--- config.mk ---
export PLATFORM = sky130hd
export DESIGN_NAME = signed_sat_accumulator_flat
export DESIGN_NICKNAME = d
export VERILOG_FILES = /design/src/rtl/signed_sat_accumulator_if.sv /design/src/rtl/signed_sat_accumulator.sv /design/src/flat_wrapper.sv
export SDC_FILE = /design/constraint.sdc
export NUM_CORES = 1
export LEC_CHECK = 0
export CORE_UTILIZATION = 45
export DETAILED_ROUTE_END_ITERATION = 7
export PLACE_DENSITY = 0.79
export SYNTH_ARGS = -nofsm -noshare
export SYNTH_HDL_FRONTEND = slang
export SYNTH_SLANG_ARGS = --single-unit
--- constraint.sdc ---
create_clock -name clk -period 2.4 [get_ports clk]
set_clock_uncertainty 0.2 [all_clocks]
set_input_delay 0.6 -clock clk [delete_from_list [all_inputs] [get_ports clk]]
set_output_delay 0.6 -clock clk [all_outputs]
set_load 0.02 [all_outputs]
--- src/rtl/signed_sat_accumulator_if.sv ---
// Stream bundle for the saturating accumulator: sample input channel and
// packet-result output channel, each with its own valid/ready pair.
interface signed_sat_accumulator_if #(
  parameter int WIDTH = 8,
  parameter int CNT_W = 8
);
  logic             in_valid;
  logic             in_ready;
  logic [WIDTH-1:0] in_data;
  logic             in_last;
  logic             out_valid;
  logic             out_ready;
  logic [WIDTH-1:0] out_sum;
  logic [CNT_W-1:0] out_count;
  logic             out_sat;

  // master: the sample producer / result consumer
  modport master (
    output in_valid, in_data, in_last, out_ready,
    input  in_ready, out_valid, out_sum, out_count, out_sat
  );

  // slave: the accumulator itself
  modport slave (
    input  in_valid, in_data, in_last, out_ready,
    output in_ready, out_valid, out_sum, out_count, out_sat
  );
endinterface

--- src/rtl/signed_sat_accumulator.sv ---
// Packet accumulator closing the loop around an external combinational signed
// adder; clamps on adder overflow and emits sum/count/sticky-saturation per packet.
module signed_sat_accumulator #(
  parameter int WIDTH = 8,
  parameter int CNT_W = 8
) (
  input  logic                      clk,
  input  logic                      rst_n,
  signed_sat_accumulator_if.slave   bus,
  output logic [WIDTH-1:0]          add_a,
  output logic [WIDTH-1:0]          add_b,
  input  logic [WIDTH-1:0]          add_s,
  input  logic                      add_ovf
);

  localparam logic [WIDTH-1:0] SAT_MAX = {1'b0, {(WIDTH-1){1'b1}}};
  localparam logic [WIDTH-1:0] SAT_MIN = {1'b1, {(WIDTH-1){1'b0}}};
  localparam logic [CNT_W-1:0] CNT_MAX = '1;

  typedef enum logic {
    IDLE  = 1'b0,
    ACCUM = 1'b1
  } state_t;

  state_t           state_reg;
  logic [WIDTH-1:0] acc_reg;
  logic [CNT_W-1:0] cnt_reg;
  logic             sat_reg;

  logic             out_valid_reg;
  logic [WIDTH-1:0] out_sum_reg;
  logic [CNT_W-1:0] out_count_reg;
  logic             out_sat_reg;

  logic             in_ready;
  logic             accept;
  logic [WIDTH-1:0] acc_next;
  logic [CNT_W-1:0] cnt_next;
  logic             sat_next;

  // Output slot frees up in the same cycle it drains, so no bubble between results.
  assign in_ready = !out_valid_reg || bus.out_ready;
  assign accept   = bus.in_valid && in_ready;

  // With no packet open the running sum is zero by construction.
  assign add_a = bus.in_data;
  assign add_b = (state_reg == ACCUM) ? acc_reg : '0;

  // Overflow needs matching operand signs, so the sample sign picks the limit.
  always_comb begin
    acc_next = add_s;
    sat_next = sat_reg;
    if (add_ovf) begin
      acc_next = bus.in_data[WIDTH-1] ? SAT_MIN : SAT_MAX;
      sat_next = 1'b1;
    end
    cnt_next = (cnt_reg == CNT_MAX) ? cnt_reg : cnt_reg + 1'b1;
  end

  always_ff @(posedge clk or negedge rst_n) begin
    if (!rst_n) begin
      state_reg     <= IDLE;
      acc_reg       <= '0;
      cnt_reg       <= '0;
      sat_reg       <= 1'b0;
      out_valid_reg <= 1'b0;
      out_sum_reg   <= '0;
      out_count_reg <= '0;
      out_sat_reg   <= 1'b0;
    end else begin
      if (out_valid_reg && bus.out_ready) begin
        out_valid_reg <= 1'b0;
      end
      if (accept) begin
        if (bus.in_last) begin
          out_valid_reg <= 1'b1;
          out_sum_reg   <= acc_next;
          out_count_reg <= cnt_next;
          out_sat_reg   <= sat_next;
          acc_reg       <= '0;
          cnt_reg       <= '0;
          sat_reg       <= 1'b0;
          state_reg     <= IDLE;
        end else begin
          acc_reg       <= acc_next;
          cnt_reg       <= cnt_next;
          sat_reg       <= sat_next;
          state_reg     <= ACCUM;
        end
      end
    end
  end

  assign bus.in_ready  = in_ready;
  assign bus.out_valid = out_valid_reg;
  assign bus.out_sum   = out_sum_reg;
  assign bus.out_count = out_count_reg;
  assign bus.out_sat   = out_sat_reg;

endmodule

--- src/flat_wrapper.sv ---
// flat-port wrapper written by rule: the top's interface ports become plain ports
module signed_sat_accumulator_flat 
#(
  parameter int WIDTH = 8,
  parameter int CNT_W = 8
)
  (clk, rst_n, add_a, add_b, add_s, add_ovf, bus_in_valid, bus_in_data, bus_in_last, bus_out_ready, bus_in_ready, bus_out_valid, bus_out_sum, bus_out_count, bus_out_sat);
  signed_sat_accumulator_if #(.WIDTH(WIDTH), .CNT_W(CNT_W)) bus_i ();
  input  logic clk;
  input  logic rst_n;
  output logic [WIDTH-1:0] add_a;
  output logic [WIDTH-1:0] add_b;
  input  logic [WIDTH-1:0] add_s;
  input  logic add_ovf;
  input wire logic [$bits(bus_i.in_valid)-1:0] bus_in_valid;
  input wire logic [$bits(bus_i.in_data)-1:0] bus_in_data;
  input wire logic [$bits(bus_i.in_last)-1:0] bus_in_last;
  input wire logic [$bits(bus_i.out_ready)-1:0] bus_out_ready;
  output wire logic [$bits(bus_i.in_ready)-1:0] bus_in_ready;
  output wire logic [$bits(bus_i.out_valid)-1:0] bus_out_valid;
  output wire logic [$bits(bus_i.out_sum)-1:0] bus_out_sum;
  output wire logic [$bits(bus_i.out_count)-1:0] bus_out_count;
  output wire logic [$bits(bus_i.out_sat)-1:0] bus_out_sat;
  assign bus_i.in_valid = bus_in_valid;
  assign bus_i.in_data = bus_in_data;
  assign bus_i.in_last = bus_in_last;
  assign bus_i.out_ready = bus_out_ready;
  assign bus_in_ready = bus_i.in_ready;
  assign bus_out_valid = bus_i.out_valid;
  assign bus_out_sum = bus_i.out_sum;
  assign bus_out_count = bus_i.out_count;
  assign bus_out_sat = bus_i.out_sat;
  signed_sat_accumulator #(.WIDTH(WIDTH), .CNT_W(CNT_W)) u_core (.clk(clk), .rst_n(rst_n), .bus(bus_i), .add_a(add_a), .add_b(add_b), .add_s(add_s), .add_ovf(add_ovf));
endmodule
* Word-level counts from Yosys, hierarchy flattened
Index checks and enable logic that the tools add are counted.
** Storage, ports and cells
- Register bits :: 36
- Output and inout bits :: 35
- Bits of input ports :: 22
- Word-level logic and storage cells :: 27
** Operators by class
- Reduce and logical (&&, ||, !) cells :: 5
- $add $sub $neg :: 1
- Eq/ne operators :: 1
- Multiplexer cells :: 12
** Operator list (number)
- two-way mux 8 bit :: 6
- adder 8 x 1 -> 8 bit (second input constant) :: 1
- == test 8 bit (second input constant) :: 1
- two-way mux 1 bit :: 6
- logical AND 1 bit :: 2
- AND reduction 2 bit :: 1
- logical NOT 1 bit :: 1
- logical OR 1 bit :: 1

* Longest topological paths before layout
Gate-level depths: netlist (run 1).
- Depth in word-level cells :: 4
- Depth in mapped cells :: 6
- Mapped depth without buffers :: 5

* Worst setup path before layout (run 1)
Ideal clock, no wire load.
- Path type :: input to register
- From :: input bus_out_ready
- To :: register u_core.out_count_reg[2], in the netlist u_core.bus.out_count[2]
- Stages :: 4
- Arrival :: 1658 ps
- Data required time :: 2075 ps
- Slack :: 417 ps
- Path buffers :: 1
- Library setup time :: 125 ps
- Cell sequence :: nand2b_1 and3_1 clkbuf_1 mux2_2
** On the way
- Word-level cells in the longest chain between the ends :: 3
** Ends and longest elaborated chain
- start: declaration :: RTL line flat_wrapper.sv:18 : input wire logic [$bits(bus_i.out_ready)-1:0] bus_out_ready;
- logical OR 1 bit :: RTL line signed_sat_accumulator.sv:42 : assign in_ready = !out_valid_reg || bus.out_ready;
- logical AND 1 bit :: RTL line signed_sat_accumulator.sv:43 : assign accept = bus.in_valid && in_ready;
- AND reduction 2 bit (no line)
- end signal: assignment :: RTL line signed_sat_accumulator.sv:78 : out_count_reg <= cnt_next;
- end: declaration :: RTL line signed_sat_accumulator.sv:32 : logic [CNT_W-1:0] out_count_reg;
Every way passes these cells.
A chain may end at the register's enable or synchronous reset.

* Worst setup path in the final report (run 1)
- From :: input bus_out_ready
- To :: output bus_in_ready
** On the way
- Word-level cells in the longest chain between the ends :: 1
** Ends and longest elaborated chain
- logical OR 1 bit :: RTL line signed_sat_accumulator.sv:42
- end: declaration :: RTL line flat_wrapper.sv:19 : output wire logic [$bits(bus_i.in_ready)-1:0] bus_in_ready;
Every way passes these cells.

==> results by group, run 1 <==
Floorplanning
  • Row count: 22
  • Core area: 3690 sq um
  • Die height: ~64 um
  • Top Ports: 57
  • Chip width: ~64 um
  • Die footprint: between 4000 and 5000 sq um
  • Initial Util: 0.472

Pwr
  • Cell Pwr Density: 683 nW/um^2
  • Leak pwr: slightly below 1 nW
  • Final Total Pwr: between 1.5 and 2 mW
  • VDD IR max: between 400 and 500 uV

STA
  • Fin. Hold Viols: 0
  • Tcrit/Tclk final: 0.973
  • Worst relative slew slack: 0.699
  • Unrepaired setup endpoints after global routing: false
  • Peak Freq: roughly 430 MHz
  • Period minus WS final: roughly 2.3 ns
  • Pins Over Slew Limit: 0
  • Final Setup Violations: 0
  • Least-Margin Pin Slew: ~0.45 ns

Run
  • Max-cap violations: 0

Route
  • Vias/cell: roughly 5.2
  • Drt first pass iters: 4
  • Final wirelength: about 3500 um
  • Vias: ~1400
  • Starting DRT DRC Count: just under 80
  • DR WL/cell: between 10 and 15 um
  • DRC viols: 0
  • Number of nets with antenna violations after routing: 0

Yosys
  • Post-synth net total: 202
  • Yosys top cell area share: 0.517
  • Mapped Avg Cell Area: roughly 9.7 sq um
  • Post-synth EDFFs: 0
  • Synth area leader: dfrtp_1
  • Most common flop cell mapped by yosys: dfrtp_1
  • Yosys cell types: 36
  • Synth cell count leaders: dfrtp_1, nand2_1, o21ai_0
  • Post-Syn Area: 1740 sq um
  • Top cells by area, synth: dfrtp_1, nand2_1, o21ai_0, o31ai_1, buf_4
  • #FFs+latches synth: 36
  • Most common cell in the synthesized netlist: dfrtp_1
  • Synth async-reset ratio: 1.00
  • YS warnings: 0
  • Mapped Cells: about 180
  • Seq/Total Area, Yosys: 0.517

CTS
  • CTS tree: yes
  • Clk sinks: 36
  • Htree depth: 2
  • Clock root buffer: clkbuf_8
  • Clock Path Buffers: 2
  • Clock Latency Late Sink: between 0.2 and 0.3 ns
  • CTS hold repair buffers: 0
  • Clk pin slew, worst setup/hold paths: about 0.060 ns
  • TritonCTS Buffers: 5

Worst setup path
  • Required time worst endpoint: around 1.6 ns
  • CP endpoint kind: primary output
  • CP startpoint kind: input pin
  • Worst setup path category: input pin to primary output
  • Crit path DAT: about 1.5 ns
  • Crit Path Max Fanout: 6

Global route
  • All-Layer GR Usage: 0.199
  • Number of global-route vias before repair: approximately 1400
  • Largest net degree at the start of global routing: 37
  • Initial antenna violation count: 0
  • Grt ovf: 0
  • First-pass GRT wire length: 6180 um

Place
  • Dpl hpwl: around 2500 um
  • Cells after DPL: 259
  • Port Buffer Count: between 40 and 50
  • RePlAce Congestion: 0.834

Finish
  • Share of cells above drive strength 1: 0.115
  • Nets@finish: 241
  • Post-Layout Cell Count: approximately 270
  • Ant. Diodes: 0
  • Filler cell count in the final layout: about 340
  • Layout area overhead: 29.7%

Min path
  • Hold Path Class: register to register

Outcome
  • Status: finished, final reports clean
==> area by class of cell <==
cell class	instances	area, sq um	area share
multi-input combinational	123	732	0.324
tap	48	60.1	0.0266
clock buffer	6	72.6	0.0321
clock inverter	1	5.00	0.00221
sequential	36	902	0.399
timing repair buffer	50	480	0.213
inverter	2	7.51	0.00332
==> worst max-delay path, stage by stage <==
cell             delay (ns)
clkdlybuf4s50_1        0.46
nand2b_2               0.19
clkdlybuf4s15_2        0.28
==> worst paths after layout <==
path	from	end	cells past startpoint	slack, ns
setup / recovery	bus_out_ready	bus_in_ready	3	0.06
hold / removal	u_core.acc_reg[0]	u_core.acc_reg[0]	2	0.27
setup reg to reg	u_core.cnt_reg[0]	u_core.bus.out_count[2]	5	0.47
hold reg to reg	u_core.acc_reg[0]	u_core.acc_reg[0]	2	0.27
max in group asynchronous	rst_n	u_core.state_reg	2	1.12
min in group asynchronous	rst_n	u_core.bus.out_sum[2]	2	0.54
==> cell families (layout without fill, tap and decap cells) <==
family / count (synthesis) / in the layout / share of synthesized area
AO/OA/AOI/OAI: 49 / 49 / 0.171
adder cells (fa/ha/maj): 1 / 1 / 0.00718
multiplexers: 4 / 4 / 0.0251
AND/OR/NAND/NOR: 64 / 64 / 0.190
flip-flops: 36 / 36 / 0.517
XOR/XNOR: 5 / 5 / 0.0251
buffers and inverters: 20 / 59 / 0.0639
==> stage by stage <==
stage / TNS (ns) / worst slack, ns / hold WS, ns / utilization / instance area [sq um]
6_report: 0 / 0.0648 / 0.270 / 0.613 / 2260
5_1_grt: 0 / 0.0538 / 0.286 / 0.613 / 2260
4_1_cts: 0 / 0.0111 / 0.274 / 0.612 / 2260
3_5_place_dp: -0.410 / -0.320 / 0.259 / 0.591 / 2180
3_3_place_gp: -0.402 / -0.331 / 0.253 / 0.591 / 2180
2_1_floorplan: 0 / 0.417 / 0.104 / - / 1740
==> report_power, final <==
group	internal (mW)	switching, mW	leakage [nW]
logic	0.202	0.212	0.471
clock network	0.197	0.192	0.0410
registers	0.687	0.0526	0.461
==> what timing repair did <==
| action | in CTS | in global routing |
|---|---|---|
| buffers inserted | 0 | 0 |
| setup endpoints to repair | 2 | 8 |
| resized for setup | 4 | 2 |
==> layer usage <==
metal	up-vias	part of all wire	global-route usage
met2	44	0.45	0.311
met5	-	0	0
met1	643	0.47	0.256
met4	0	0.017	0.0778
li1	699	-	-
met3	6	0.061	0.0625
==> layout by cell type (no fill, tap or decap), types with 2 or more instances in the layout <==
cell type	synthesis	routed
buf_4	8	8
clkbuf_8	0	5
mux2_2	3	3
a21oi_1	11	11
xor2_1	3	3
o21ai_1	2	2
and2_1	9	9
nand2_1	27	27
inv_1	2	2
nor3_1	2	2
o21ai_0	17	17
o31ai_1	10	10
clkdlybuf4s50_1	0	40
nor3_2	2	2
nor2_1	12	12
and4b_1	2	2
nand3_1	3	3
dfrtp_1	36	35
xnor2_1	2	2
and4_1	2	2
No activity file was read; power rests on OpenSTA's default activity.
==> run 2, diff against run 1 <==
Settings changed: CTS_CLUSTER_DIAMETER from default to 30.
==> results of run 2 <==
No change in the layout: final DEF, timing and power equal those of run 1.
